## src/rtl/instr_cache_refill_ctrl_if.sv

```systemverilog
// Miss, replacement-beat and backing-memory signals of the I-cache refill engine.
// master = refill engine, slave = cache set plus memory side.
interface instr_cache_refill_ctrl_if #(
  parameter int AW = 32
);
  logic          MissReq;
  logic [AW-1:0] MissAddr;
  logic          RepEnable;
  logic [63:0]   RepWord;
  logic          RefillBusy;
  logic          MemReq;
  logic [AW-1:0] MemAddr;
  logic          MemValid;
  logic [31:0]   MemRData;

  modport master (
    input  MissReq, MissAddr, MemValid, MemRData,
    output RepEnable, RepWord, RefillBusy, MemReq, MemAddr
  );

  modport slave (
    output MissReq, MissAddr, MemValid, MemRData,
    input  RepEnable, RepWord, RefillBusy, MemReq, MemAddr
  );
endinterface

```

## src/rtl/instr_cache_refill_ctrl.sv

```systemverilog
// I-cache line refill: fetch B/4 words (1 outstanding, MemValid stalls FETCH only), then stream
// B/8 uninterruptible 64-bit beats starting the cycle after the last word, then one DONE cycle.
module instr_cache_refill_ctrl #(
  parameter int B  = 64,
  parameter int AW = 32
) (
  input logic                         clk,
  input logic                         reset,
  instr_cache_refill_ctrl_if.master   bus
);
  localparam int W     = B / 4;
  localparam int BEATS = B / 8;
  localparam int WIDX  = $clog2(W);
  localparam int WCW   = WIDX + 1;
  localparam int BCW   = (BEATS > 1) ? $clog2(BEATS) : 1;
  localparam logic [AW-1:0] LMASK = ~(AW'(B) - AW'(1));

  typedef enum logic [1:0] {IDLE, FETCH, STREAM, DONE} state_e;

  state_e         state_q, state_d;
  logic [AW-1:0]  line_q, line_d;
  logic [WCW-1:0] wc_q, wc_d;
  logic [BCW-1:0] bc_q, bc_d;
  logic [31:0]    buf_q [W];

  logic           accept;
  logic           last_word;
  logic           line_match;
  logic [WIDX-1:0] lo_idx;
  logic [WIDX-1:0] hi_idx;

  assign accept     = (state_q == FETCH) && bus.MemValid;
  assign last_word  = (wc_q == WCW'(W - 1));
  assign line_match = bus.MissReq && ((bus.MissAddr & LMASK) == line_q);
  assign lo_idx     = WIDX'({bc_q, 1'b0});
  assign hi_idx     = WIDX'({bc_q, 1'b1});

  always_ff @(posedge clk or negedge reset) begin
    if (!reset) begin
      state_q <= IDLE;
      line_q  <= '0;
      wc_q    <= '0;
      bc_q    <= '0;
    end else begin
      state_q <= state_d;
      line_q  <= line_d;
      wc_q    <= wc_d;
      bc_q    <= bc_d;
    end
  end

  always_ff @(posedge clk or negedge reset) begin
    if (!reset) begin
      for (int i = 0; i < W; i++) buf_q[i] <= '0;
    end else if (accept) begin
      buf_q[wc_q[WIDX-1:0]] <= bus.MemRData;
    end
  end

  always_comb begin
    state_d = state_q;
    line_d  = line_q;
    wc_d    = wc_q;
    bc_d    = bc_q;
    case (state_q)
      IDLE: begin
        if (bus.MissReq) begin
          line_d  = bus.MissAddr & LMASK;
          wc_d    = '0;
          state_d = FETCH;
        end
      end
      FETCH: begin
        if (accept) begin
          if (last_word) begin
            wc_d    = '0;
            bc_d    = '0;
            // A miss that moved to another line (or went away) abandons this refill.
            state_d = line_match ? STREAM : IDLE;
          end else begin
            wc_d = wc_q + WCW'(1);
          end
        end
      end
      STREAM: begin
        if (bc_q == BCW'(BEATS - 1)) begin
          bc_d    = '0;
          state_d = DONE;
        end else begin
          bc_d = bc_q + BCW'(1);
        end
      end
      DONE:    state_d = IDLE;
      default: state_d = IDLE;
    endcase
  end

  // Outputs decode registered state only, so no input reaches an output combinationally.
  always_comb begin
    bus.RepEnable  = 1'b0;
    bus.RepWord    = '0;
    bus.RefillBusy = 1'b0;
    bus.MemReq     = 1'b0;
    bus.MemAddr    = '0;
    case (state_q)
      FETCH: begin
        bus.RefillBusy = 1'b1;
        bus.MemReq     = 1'b1;
        bus.MemAddr    = line_q | (AW'(wc_q[WIDX-1:0]) << 2);
      end
      STREAM: begin
        bus.RefillBusy = 1'b1;
        bus.RepEnable  = 1'b1;
        bus.RepWord    = {buf_q[hi_idx], buf_q[lo_idx]};
      end
      DONE:    bus.RefillBusy = 1'b1;
      default: ;
    endcase
  end
endmodule

```

## src/flat_wrapper.sv

```systemverilog
// flat-port wrapper written by rule: the top's interface ports become plain ports
module instr_cache_refill_ctrl_flat 
#(
  parameter int B  = 64,
  parameter int AW = 32
)
  (clk, reset, bus_MissReq, bus_MissAddr, bus_MemValid, bus_MemRData, bus_RepEnable, bus_RepWord, bus_RefillBusy, bus_MemReq, bus_MemAddr);
  instr_cache_refill_ctrl_if #(.AW(AW)) bus_i ();
  input logic clk;
  input logic reset;
  input wire logic [$bits(bus_i.MissReq)-1:0] bus_MissReq;
  input wire logic [$bits(bus_i.MissAddr)-1:0] bus_MissAddr;
  input wire logic [$bits(bus_i.MemValid)-1:0] bus_MemValid;
  input wire logic [$bits(bus_i.MemRData)-1:0] bus_MemRData;
  output wire logic [$bits(bus_i.RepEnable)-1:0] bus_RepEnable;
  output wire logic [$bits(bus_i.RepWord)-1:0] bus_RepWord;
  output wire logic [$bits(bus_i.RefillBusy)-1:0] bus_RefillBusy;
  output wire logic [$bits(bus_i.MemReq)-1:0] bus_MemReq;
  output wire logic [$bits(bus_i.MemAddr)-1:0] bus_MemAddr;
  assign bus_i.MissReq = bus_MissReq;
  assign bus_i.MissAddr = bus_MissAddr;
  assign bus_i.MemValid = bus_MemValid;
  assign bus_i.MemRData = bus_MemRData;
  assign bus_RepEnable = bus_i.RepEnable;
  assign bus_RepWord = bus_i.RepWord;
  assign bus_RefillBusy = bus_i.RefillBusy;
  assign bus_MemReq = bus_i.MemReq;
  assign bus_MemAddr = bus_i.MemAddr;
  instr_cache_refill_ctrl #(.B(B), .AW(AW)) u_core (.clk(clk), .reset(reset), .bus(bus_i));
endmodule
```

## config.mk

```make
export PLATFORM = sky130hd
export DESIGN_NAME = instr_cache_refill_ctrl_flat
export DESIGN_NICKNAME = d
export VERILOG_FILES = /design/src/rtl/instr_cache_refill_ctrl_if.sv /design/src/rtl/instr_cache_refill_ctrl.sv /design/src/flat_wrapper.sv
export SDC_FILE = /design/constraint.sdc
export NUM_CORES = 1
export LEC_CHECK = 0
export BUFFER_PORTS_ARGS = -buffer_cell sky130_fd_sc_hd__buf_4
export CAP_MARGIN = 20
export CORE_MARGIN = 10
export CORE_UTILIZATION = 55
export DETAILED_ROUTE_END_ITERATION = 10
export HOLD_SLACK_MARGIN = 0.02
export MAX_ROUTING_LAYER = met4
export PLACE_DENSITY = 0.73
export SYNTH_ARGS = -nofsm -noshare
export SYNTH_HDL_FRONTEND = slang
export SYNTH_SLANG_ARGS = --single-unit
```

## constraint.sdc

```tcl
create_clock -name clk -period 5.4 [get_ports clk]
set_input_delay 1.08 -clock clk [delete_from_list [all_inputs] [get_ports clk]]
set_output_delay 1.08 -clock clk [all_outputs]
set_load 0.02 [all_outputs]
```

==> summary.txt <==
Hold_buf cts -> 0
WS Path Type -> flip-flop to primary output
Leakage power -> 13.35 nW
Remaining antenna violation count after routing -> 0
Clock root buffer master -> clkbuf_16
Via count -> 14450
Worst-case reg-to-reg path depth -> 8
Worst-Skew Late Latency -> 0.60 ns
CP cell instances -> buf_4 -> mux4_2 -> nand2_1 -> a21boi_0 -> buf_4
Maximum operating frequency -> 0.2371 GHz
CP endpoint kind -> primary output
Final Setup Violations -> 0
Initial antenna violation count -> 1
Post-Syn Area per Cell -> 15.11 um2
R2r setup slk -> 2.04 ns
Largest net degree at the start of global routing -> 132
I/O pin cnt -> 167
HPWL after DPL -> 34.80 mm
Routed WL -> 58.40 mm
CP max-delay cell -> dfrtp_4
Clock buffer count from CTS -> 56
Netlist cell types -> 33
DRT Pass-1 Iters -> 4
Share of cells above drive strength 1 -> 50.54%
Die height -> 235.6 um
Worst vdd ir -> 0.0002933 V
#FFs+latches synth -> 548
Slew @ Worst Pin -> 1.017 ns
WL/cell -> 23.90 um
Final hold vios -> 0
Post-Syn Area -> 25570 um2
MaxCap Viol Count -> 0
RSZ-0062 raised after global routing -> no
DR DRC count -> 0
Start point of the worst hold path -> u_core.buf_q[16]$_DFFE_PN0P_
CP startpoint kind -> flip-flop
Synth Warn # -> 0
Placer Congestion -> 0.7570
Post-CTS setup buffer count -> 0
Critical path's largest stage delay -> 0.83 ns
Hold path depth -> 1
Fin nets -> 1880
Post-synth EDFFs -> 0
Number of global-route vias before repair -> 15760
Reg-to-Reg End -> u_core.buf_q[250]$_DFFE_PN0P_
GRT Overall Usage -> 21.44%
Hold endpoint -> u_core.buf_q[16]$_DFFE_PN0P_
Fillers -> 3441
Status -> finished clean
Setup TNS -> 0 ns
Resize count post-CTS -> 0
Sequential area share after synthesis -> 53.63%
CP bufs+invs -> 2
First-pass GRT wire length -> 92.10 mm
Port Buf Inserts -> 158
Clock sink count -> 548
# rows -> 78
Worst Hold Class -> flip-flop to flip-flop
Initial Utilization -> 55.98%
CTS tree -> yes
Initial DRC Count -> 897
Worst-path maximum fanout -> 38
Vias per cell -> 5.913
Die ar. -> 55510 um2
Slew Limit Headroom -> 32.18%
Post-Syn Instances -> 1692
Reg clk slew, reported paths -> 0.06 ns
Max Transition Viols Final -> 0
Final period util -> 78.11%
Most common cell on crit path -> buf_4
Synth Flop Type -> dfrtp_1
Pwr/cell area -> 410.7 nW/um2
Asr flop ratio synth -> 100.0%
Total gr overflow -> 0
Final min period -> 4.218 ns
Clk_skew -> 0.01292 ns
Htree depth -> 2
Max clock buf depth -> 3
Synth-to-Final Area Change -> 12.34%
Die Span X -> 235.6 um
CP arrival -> 3.14 ns
CP top delay family -> buffers and inverters
Total power -> 11.80 mW
Total core area -> 45670 um2
Worst EP required -> 4.32 ns
==> layout make-up <==
| type | count | area, um2 | share of cell area [%] |
|---|---|---|---|
| sequential | 548 | 13720 | 47.77 |
| multi-input combinational | 997 | 10960 | 38.15 |
| clock buffer | 91 | 1664 | 5.794 |
| timing repair buffer | 191 | 1562 | 5.437 |
| tap | 600 | 750.7 | 2.614 |
| clock inverter | 7 | 35.03 | 0.1220 |
| inverter | 8 | 30.03 | 0.1045 |
| antenna | 1 | 2.502 | 0.008712 |
==> worst reg2reg max path, cell delays in order, from the launching register on <==
cell	delay [ns]
dfrtp_1	0.38
inv_1	0.12
ha_1	0.16
buf_4	0.30
and2_1	0.41
nand2_1	0.26
nor2_4	0.80
buf_4	0.43
mux2_2	0.38
==> sequential cells by signal, summed over array words and instances, names as in the netlist, named ones only <==
name,count
u_core.buf_q,512
u_core.line_q,26
u_core.wc_q,5
u_core.bc_q,3
u_core.state_q,1
==> layer usage <==
metal / global-route usage (%) / vias up / wire length, um
met5: - / - / 0
met4: 4.939 / 0 / 1123
met3: 3.602 / 78 / 2245
met2: 35.10 / 219 / 29520
met1: 27.65 / 7844 / 25500
li1: - / 6305 / -
==> cell usage in the layout (no fill, tap or decap), types with 2 or more instances in the layout <==
cell and n:
inv_1 7, dfrtp_1 545, clkbuf_16 57, nor4_1 6, conb_1 2, nand2_1 137
a21boi_0 64, dfrtp_4 2, xor2_1 27, a21oi_1 2, buf_12 8, o211ai_1 2
clkbuf_1 23, nand2b_1 6, clkinv_2 7, buf_4 181, nor2_1 8, mux4_2 128
o31ai_1 2, and2_1 32, clkbuf_8 11, nand3_1 4, a22o_1 2, nand3_2 4
mux2_2 515, nor2_4 12, ha_1 9, mux2_1 26
==> power by group <==
group | internal [mW] | switching [mW]
clock | 2.08 | 1.56
combinational | 1.52 | 1.06
sequential | 5.06 | 0.508
==> Yosys cell counts (all sizes together), types with 2 or more instances <==
master,n,area share (%)
nor2,20,0.65
nand2,137,2.0
mux4,128,11
nand2b,6,0.15
a22o,2,0.069
mux2,541,24
clkbuf,58,0.85
and2,32,0.78
dfrtp,548,54
nor4,6,0.15
inv,8,0.12
xor2,27,0.92
o31ai,2,0.059
ha,10,0.49
nand3,8,0.16
a21boi,64,1.9
a21oi,2,0.039
o211ai,2,0.059
buf,82,2.6
==> cells by family (layout without fill, tap and decap cells) <==
kind of cell | count (synthesis) | in the layout | synth area share, %
AND/OR/NAND/NOR | 212 | 212 | 3.959
multiplexers | 670 | 670 | 35.14
XOR/XNOR | 27 | 27 | 0.9249
buffers and inverters | 148 | 297 | 3.616
other | 1 | 3 | 0.01467
flip-flops | 548 | 548 | 53.63
AO/OA/AOI/OAI | 76 | 76 | 2.222
adder cells (fa/ha/maj) | 10 | 10 | 0.4894
==> worst max-delay path by stage <==
stage | from | to | slack, ns | depth (start not counted)
floorplan | u_core.state_q[0]$_DFFE_PN0P_ | bus_RepWord[14] | 2.46 | 5
global placement | u_core.bc_q[1]$_DFFE_PN0P_ | bus_RepWord[28] | 1.85 | 5
detailed placement | u_core.bc_q[1]$_DFFE_PN0P_ | bus_RepWord[28] | 1.84 | 5
CTS | u_core.bc_q[1]$_DFFE_PN0P_ | bus_RepWord[28] | 1.17 | 5
global route | u_core.bc_q[1]$_DFFE_PN0P_ | bus_RepWord[28] | 1.09 | 5
finish | u_core.bc_q[1]$_DFFE_PN0P_ | bus_RepWord[28] | 1.18 | 5
==> per-stage QoR <==
step	area [um2]	utilization, %	hold WS [ns]	worst slack [ns]	std cells
final	28720	62.89	0.4820	1.182	2443
after global routing	28720	62.89	0.4959	1.092	2443
after CTS	28720	62.88	0.4837	1.170	2442
after detailed placement	27020	59.16	0.4707	1.838	2344
after global placement	26990	59.10	0.4624	1.847	2343
after floorplan	25570	-	0.4524	2.457	1693
Power figures use the tool's default switching activity.
